===== config.mk =====
export PLATFORM = sky130hd
export DESIGN_NAME = irq_controller
export DESIGN_NICKNAME = d
export VERILOG_FILES = /design/src/rtl/irq_controller.sv
export SDC_FILE = /design/constraint.sdc
export NUM_CORES = 1
export LEC_CHECK = 0
export CAP_MARGIN = 0
export CORE_UTILIZATION = 55
export CTS_BUF_LIST = sky130_fd_sc_hd__clkbuf_16
export DETAILED_ROUTE_END_ITERATION = 10
export DONT_BUFFER_PORTS = 1
export HOLD_SLACK_MARGIN = 0.03
export PLACE_DENSITY = 0.7
export SLEW_MARGIN = 20
export SYNTH_ARGS = -nofsm -noshare
export SYNTH_HDL_FRONTEND = slang
export SYNTH_SLANG_ARGS = --single-unit

===== constraint.sdc =====
create_clock -name clock -period 2.3 [get_ports clock]
set_input_delay 0.23 -clock clock [delete_from_list [all_inputs] [get_ports clock]]
set_output_delay 0.23 -clock clock [all_outputs]
set_load 0.01 [all_outputs]

===== src/rtl/irq_controller.sv =====
// rtl/irq_controller.sv - edge-latched, masked, lowest-index-first interrupt controller with ack/EOI handshake
module irq_controller #(
    parameter int          NUM_SRC       = 4,
    parameter logic [15:0] BASE_ADDR     = 16'hFFF0,
    parameter logic [15:0] VECTOR_BASE   = 16'h0100,
    parameter logic [15:0] VECTOR_STRIDE = 16'h0010
) (
    input  logic               clock,
    input  logic               reset,
    input  logic [NUM_SRC-1:0] src_irq,
    output logic [NUM_SRC-1:0] src_reset_irq,
    output logic               cpu_irq,
    input  logic               cpu_reset_irq,
    output logic [15:0]        irq_vector,
    input  logic [15:0]        waddr,
    input  logic [15:0]        wdata,
    input  logic               wenable,
    input  logic [15:0]        raddr,
    output logic [15:0]        rdata
);

    typedef enum logic [1:0] {IDLE, REQUEST, ACK, IN_SERVICE} state_t;

    state_t             state, state_n;
    logic [NUM_SRC-1:0] mask, pending, pending_n, src_irq_q;
    logic [NUM_SRC-1:0] rise, req, ack_onehot;
    logic [3:0]         active_id, sel_id;
    logic               sel_found;
    logic [15:0]        sel_vector, woff, roff, rd_mux;
    logic               wr_mask, wr_pend, wr_eoi;
    logic               unused_wdata;

    assign woff    = waddr - BASE_ADDR;
    assign roff    = raddr - BASE_ADDR;
    assign wr_mask = wenable && (woff == 16'd0);
    assign wr_pend = wenable && (woff == 16'd1);
    assign wr_eoi  = wenable && (woff == 16'd3);
    assign unused_wdata = ^wdata;

    assign rise = src_irq & ~src_irq_q;
    assign req  = pending & mask;

    // Scan downward so the lowest set index is the one left standing.
    always_comb begin
        sel_found = 1'b0;
        sel_id    = 4'd0;
        for (int i = NUM_SRC - 1; i >= 0; i--) begin
            if (req[i]) begin
                sel_found = 1'b1;
                sel_id    = 4'(i);
            end
        end
    end

    assign sel_vector = VECTOR_BASE + 16'(sel_id) * VECTOR_STRIDE;

    always_comb begin
        ack_onehot = '0;
        for (int i = 0; i < NUM_SRC; i++) begin
            ack_onehot[i] = (active_id == 4'(i));
        end
    end

    // A new edge always wins over a W1C clear or the ack-time clear.
    always_comb begin
        pending_n = pending;
        if (wr_pend) begin
            pending_n = pending_n & ~wdata[NUM_SRC-1:0];
        end
        if (state == ACK) begin
            pending_n = pending_n & ~ack_onehot;
        end
        pending_n = pending_n | rise;
    end

    always_comb begin
        state_n = state;
        case (state)
            IDLE:       if (sel_found)     state_n = REQUEST;
            REQUEST:    if (cpu_reset_irq) state_n = ACK;
            ACK:                           state_n = IN_SERVICE;
            IN_SERVICE: if (wr_eoi)        state_n = IDLE;
            default:                       state_n = IDLE;
        endcase
    end

    always_comb begin
        rd_mux = 16'h0000;
        case (roff)
            16'd0:   rd_mux = 16'(mask);
            16'd1:   rd_mux = 16'(pending);
            16'd2:   rd_mux = {state == IN_SERVICE, cpu_irq, 10'b0, active_id};
            default: rd_mux = 16'h0000;
        endcase
    end

    always_ff @(posedge clock) begin
        if (reset) begin
            state         <= IDLE;
            mask          <= '0;
            pending       <= '0;
            src_irq_q     <= '0;
            active_id     <= 4'd0;
            src_reset_irq <= '0;
            cpu_irq       <= 1'b0;
            irq_vector    <= 16'h0000;
            rdata         <= 16'h0000;
        end else begin
            state         <= state_n;
            src_irq_q     <= src_irq;
            pending       <= pending_n;
            rdata         <= rd_mux;
            cpu_irq       <= (state_n == REQUEST);
            src_reset_irq <= (state_n == ACK) ? ack_onehot : '0;
            if (wr_mask) begin
                mask <= wdata[NUM_SRC-1:0];
            end
            if (state == IDLE && sel_found) begin
                active_id  <= sel_id;
                irq_vector <= sel_vector;
            end
        end
    end

endmodule


==> reports/results.tsv, run 1 <==
metric	value	unit
routed_wirelength	2370	um
place_hpwl	1890	um
synth.avg_cell_area	8.87	um^2
grt_pass1_vias	837	
path_delay_family	compound AO/OA/AOI/OAI gates	
wl_per_cell	12.8	um
fin_cells	185	
grt-busiest-layer	met2	
initial_core_util	0.610	
cts_made_buffers	3	
hold_violations	0	
synth-seq-area-share	0.400	
numPortBuffers	0	
grt_pass1_wl	3560	um
tightest_slew	515	ps
drv_cap	0	
rsz0062_at_grt	no	
gr-total-overflow	0	
yosys.area.top_type	dfxtp_1	
peakVddDrop	0.585	mV
met2_usage	0.304	
ys_ff_latch	28	
rows	17	
cp_slowest_cell	a311o_2	
placed_cells	180	
relSlewSlack	0.653	
finalSetupTns	0	ps
clock-root-buffer	clkbuf_16	
ys_types	37	
crit_chain	nand2_1 > a311o_2 > a221o_1 > a21oi_2	
cp-start-kind	flop	
final_nets	215	
status	complete, no violations	
synth_area_leaders	dfxtp_1, buf_4, a21oi_1	
path_clk_slew	60	ps
yosys.area_share.adder	0	
r2r_end	active_id[0]	
cp.arrival	1570	ps
hold_depth	1	
grt_usage	0.179	
n_antenna_cell	0	
grt_max_degree	18	
die-area	2750	um^2
drt-vias-per-instance	5.55	
final_cell_mix	dfxtp_1, conb_1, nand2_1	
synth_top_family_by_area	simple AND/OR/NAND/NOR gates	
period_needed	1380	ps
gr-usage-met1	0.202	
synth-compound-area-share	0.123	
max_stage_delay	450	ps
firstDrtPassIters	4	
yosys_warnings	0	
synth.top_cell.area_share	0.400	
coreArea	2300	um^2
cts.sinks	28	
critPathRequiredTime	2500	ps
drive_gt1_frac	0.0701	
clockBufferDepth	2	
syn_to_final_growth	1.07	%
vias	1027	
h-tree-depth	1	
nFillCells	211	
endpoint_kind	flop	
fmax	727	MHz
antenna_left	0	
cts_tree	yes	
synthSimpleGateAreaFrac	0.288	
p_leak	0.564	nW
crit_fanout	5	
skew	0.804	ps
regArea	561	um^2
powerDensity	655	nW/um^2
multi_input_area	703	um^2
reg2reg_from	mask[1]	
hp-start	reset	
place.gp.congestion	0.809	
synthCells	158	
timing.final.crit_share	0.598	
cts.repair.resized	0	
rr_worst_depth	4	
reg2reg_slack	920	ps
num_io_pins	93	
worstSkewPairLatency	250	ps
die_h	52.5	um
hold_class	in2reg	
holdPathEnd	state[0]	
cp_num_buf_inv	0	
grt_use_met3	0.0667	
drc	0	
synthMuxAreaShare	0.0286	
synthXorXnorAreaFrac	0	
slew_violations	0	
synth_area	1400	um^2
drtIter0Drc	14	
final_common_cell	dfxtp_1	
worstSetupPathType	reg2reg	
die_x	52.5	um
antenna_found_initial	0	
final-setup-viol-count	0	
-- metal layers --
| layer | share of wire | wire length (um) |
|---|---|---|
| met1 | 0.42 | 990 |
| met2 | 0.46 | 1090 |
| met3 | 0.11 | 269 |
| met4 | 0.0080 | 19 |
| met5 | 0 | 0 |
-- cell families after synthesis --
logic type / after synthesis
and+or+nand+nor: 65
buffers and inverters: 34
DFF: 28
AOI/OAI and AO/OA: 26
muxes: 4
other: 1
-- cell type report --
| class | instances | area share |
|---|---|---|
| Timing Repair Buffer | 2 | 0.0141 |
| Inverter | 6 | 0.0159 |
| Clock buffer | 3 | 0.0530 |
| Sequential cell | 28 | 0.396 |
| Multi-Input combinational cell | 118 | 0.496 |
| Tap cell | 28 | 0.0247 |
-- worst reg2reg max path, delay by kind of cell, from the launching register on --
family | cells | cell delay (ps)
flip-flops | 1 | 360
AO/OA/AOI/OAI | 3 | 850
AND/OR/NAND/NOR | 1 | 100
-- registers in the layout, indices dropped and copies added (netlist names) --
name	cells
mask	4
active_id	1
src_irq_q	4
rdata	6
pending	4
src_reset_irq	4
cpu_irq	1
state	2
irq_vector	2
-- worst max path at each step --
| stage | cells after the start | endpoint | start | slack [ps] |
|---|---|---|---|---|
| 2_1_floorplan | 4 | mask[0] | waddr[2] | 1000 |
| 4_1_cts | 4 | src_reset_irq[0] | state[0] | 920 |
| 3_3_place_gp | 4 | pending[2] | waddr[2] | 950 |
| 3_5_place_dp | 4 | pending[3] | waddr[2] | 920 |
| 6_report | 4 | active_id[0] | mask[1] | 920 |
| 5_1_grt | 4 | src_reset_irq[1] | state[0] | 790 |
-- synthesized netlist by cell type (all sizes together) --
cell type	n
dfxtp	28
buf	26
nand2	12
a21oi	11
nand3	9
nor2b	8
inv	6
nand4	6
nor2	6
o21ai	6
and3	5
mux2i	4
nor3	4
a41o	3
nor4	3
and2	2
clkbuf	2
nor3b	2
or3b	2
a211oi	1
a221o	1
a22o	1
a22oi	1
a311o	1
a31o	1
and4	1
conb	1
nand2b	1
nand4b	1
nand4bb	1
or3	1
or4	1
-- report_power, final --
part | switching (mW) | total (mW) | internal, mW
clock | 0.144 | 0.374 | 0.230
sequential | 0.00717 | 0.503 | 0.496
combinational | 0.0311 | 0.0504 | 0.0193
total | 0.182 | 0.927 | 0.745
-- what timing repair did --
item,in CTS,in global routing
endpoints found under the hold margin,1,1
hold buffers,1,1
setup buffers,0,0
-- through the flow --
step / area (um^2) / setup slack, ps / power [mW] / hold slack (ps) / util
after global placement: 1320 / 945 / 0.559 / 296 / 0.575
after CTS: 1410 / 919 / 0.932 / 33.2 / 0.612
after floorplan: 1480 / 1000 / 0.588 / 309 / -
final: 1420 / 924 / 0.927 / 39.6 / 0.617
after global routing: 1420 / 786 / 0.968 / 29.9 / 0.617
after detailed placement: 1320 / 923 / 0.560 / 295 / 0.575
(Power assumes the default switching activity.)
==> run 2: changes to the inputs <==
- PLACE_DENSITY: 0.7 -> 0.73
- clock period: 2.3 -> 1.2 ns (I/O delays scaled with it)
==> run 2 against run 1 <==
  * The flow now finishes with violations (negative hold slack, negative setup slack)
  * Non-clock buffer count is 21 higher
  * Core utilization rose by 9.5 points
  * Final area increased by 15%
  * Highest routed layer unchanged
  * Critical endpoint unchanged
==> reports/results.tsv, run 2 (synthesis gave the netlist of run 1 again) <==
metric	value	unit	change
slew_violations	0		unchanged
critPathRequiredTime	1410	ps	-1090 ps
h-tree-depth	1		unchanged
gr-total-overflow	0		unchanged
worstSkewPairLatency	270	ps	+20 ps
met2_usage	0.361		+0.0570
num_io_pins	93		unchanged
cts.sinks	28		unchanged
status	complete, but fails checks		
grt_pass1_wl	4350	um	+22%
grt_max_degree	18		unchanged
grt-busiest-layer	met2		
place.gp.congestion	0.805		-0.56%
worstSetupPathType	reg2reg		
worst_hold_slack	-93.7	ps	-133 ps
place_hpwl	2170	um	+15%
drv_cap	0		unchanged
postCtsHoldBufs	5		+4
firstDrtPassIters	4		unchanged
gr-usage-met1	0.265		+0.0624
grt_usage	0.216		+0.0364
final_common_cell	conb_1		
reg2reg_from	pending[1]		
cp-start-kind	flop		
p_leak	0.693	nW	+23%
crit_fanout	2		-3
switching_share	0.195		-0.00117
powerDensity	1270	nW/um^2	+95%
final_nets	236		+9.8%
drive_gt1_frac	0.229		+0.159
clockBufferDepth	2		unchanged
period_needed	1230	ps	-144 ps
p_seq_frac	0.462		-0.080
failed_checks	negative hold slack, negative setup slack		
pwr-share-comb	0.063		+0.009
power.switching	0.407	mW	+120%
finalSetupTns	-31.1	ps	-31.1 ps
final_cell_mix	conb_1, dfxtp_1, buf_4		
n_antenna_cell	0		unchanged
drtIter0Drc	24		+10
hold_class	in2reg		
endpoint_kind	flop		
clock-root-buffer	clkbuf_16		
drc	0		unchanged
numPortBuffers	0		unchanged
power.total	2.08	mW	+120%
rows	17		unchanged
syn_to_final_growth	16.7	%	
cts_made_buffers	3		unchanged
fmax	812	MHz	+12%
vias	1131		+10%
cp-startpoint	pending[1]		
die_x	52.5	um	unchanged
hold_violations	10		+10
cp.arrival	1440	ps	-130 ps
routed_wirelength	2760	um	+16%
drt-vias-per-instance	5.46		-1.6%
antenna_found_initial	0		unchanged
rsz0062_at_grt	yes		
coreArea	2300	um^2	unchanged
peakVddDrop	1.10	mV	+88%
top_register	rdata		
clkPwrFrac	0.474		+0.071
antenna_left	0		unchanged
setup_ws	-31.1	ps	-956 ps
grt_use_met3	0.0261		-0.0406
path_clk_slew	70	ps	about the same
die-area	2750	um^2	unchanged
grt_pass1_vias	1040		+24%
initial_core_util	0.610		unchanged
skew	3.80	ps	+3.00 ps
cts_tree	yes		
internal_power	1.68	mW	+120%
hp-start	reset		
largest_reg_flops	6		unchanged
die_h	52.5	um	unchanged
timing.final.crit_share	1.03		+0.428
wl_per_cell	13.3	um	+4.0%
final-setup-viol-count	1		+1
run 2: changes by cell type in the layout (fill, tap and decap cells not counted):
| cell | previous run | this run |
|---|---|---|
| a22oi_1 | 1 | 0 |
| a22oi_2 | 0 | 1 |
| buf_4 | 0 | 18 |
| bufinv_16 | 0 | 1 |
| dfxtp_1 | 28 | 20 |
| dfxtp_2 | 0 | 8 |
| dlygate4sd3_1 | 2 | 5 |
| nand2_1 | 12 | 11 |
| nand2_2 | 0 | 1 |
| nor4_1 | 1 | 0 |
| nor4_2 | 0 | 1 |
run 2: cell type report:
type                            instances  area (um^2)
Multi-Input combinational cell        118          717
Fill cell                             190          662
Sequential cell                        28          571
Timing Repair Buffer                   23          185
Clock buffer                            3         75.1
Tap cell                               28         35.0
Clock inverter                          1         30.0
Inverter                                6         22.5
run 2: worst max-delay path, stage by stage, from the launching register on:
cell	delay, ps
dfxtp_2	340
nand2_2	50
a311o_2	390
a221o_1	280
a21oi_2	110
run 2: final timing paths:
kind / end / slack (ps) / cells after the start
max: active_id[0] / -30 / 4
min: active_id[0] / -90 / 1
max reg2reg: active_id[0] / -30 / 4
min reg2reg: pending[0] / 490 / 2
run 2: through the flow:
| stage | util | worst slack (ps) | area (um^2) | cells | hold WS (ps) |
|---|---|---|---|---|---|
| final | 0.712 | -31.1 | 1640 | 207 | -93.7 |
| after global routing | 0.712 | -72.7 | 1640 | 207 | -93.5 |
| after CTS | 0.706 | -32.8 | 1620 | 207 | -91.6 |
| after detailed placement | 0.635 | -113 | 1460 | 198 | 187 |
| after global placement | 0.635 | -25.9 | 1460 | 198 | 185 |
| after floorplan | - | -31.4 | 1490 | 180 | 199 |
run 2: what timing repair did:
action / in CTS / in global routing
buffers inserted: 0 / 0
endpoints found under the setup margin: 3 / 10
hold endpoints to repair: 16 / 10
resized for setup: 5 / 4
pin swaps: 1 / 0
run 2: power by group through the flow:
stage	sequential [mW]	combinational [mW]	clock [mW]
final	0.963	0.132	0.988
after detailed placement	0.980	0.115	0
after global routing	0.964	0.145	1.02
after CTS	0.962	0.129	0.981
after global placement	0.979	0.111	0
after floorplan	0.982	0.146	0
run 2: per-layer routing:
metal | vias up | routed length (um)
met5 | - | 0
met4 | 0 | 55
met3 | 5 | 199
met2 | 71 | 1310
met1 | 499 | 1200
li1 | 556 | -
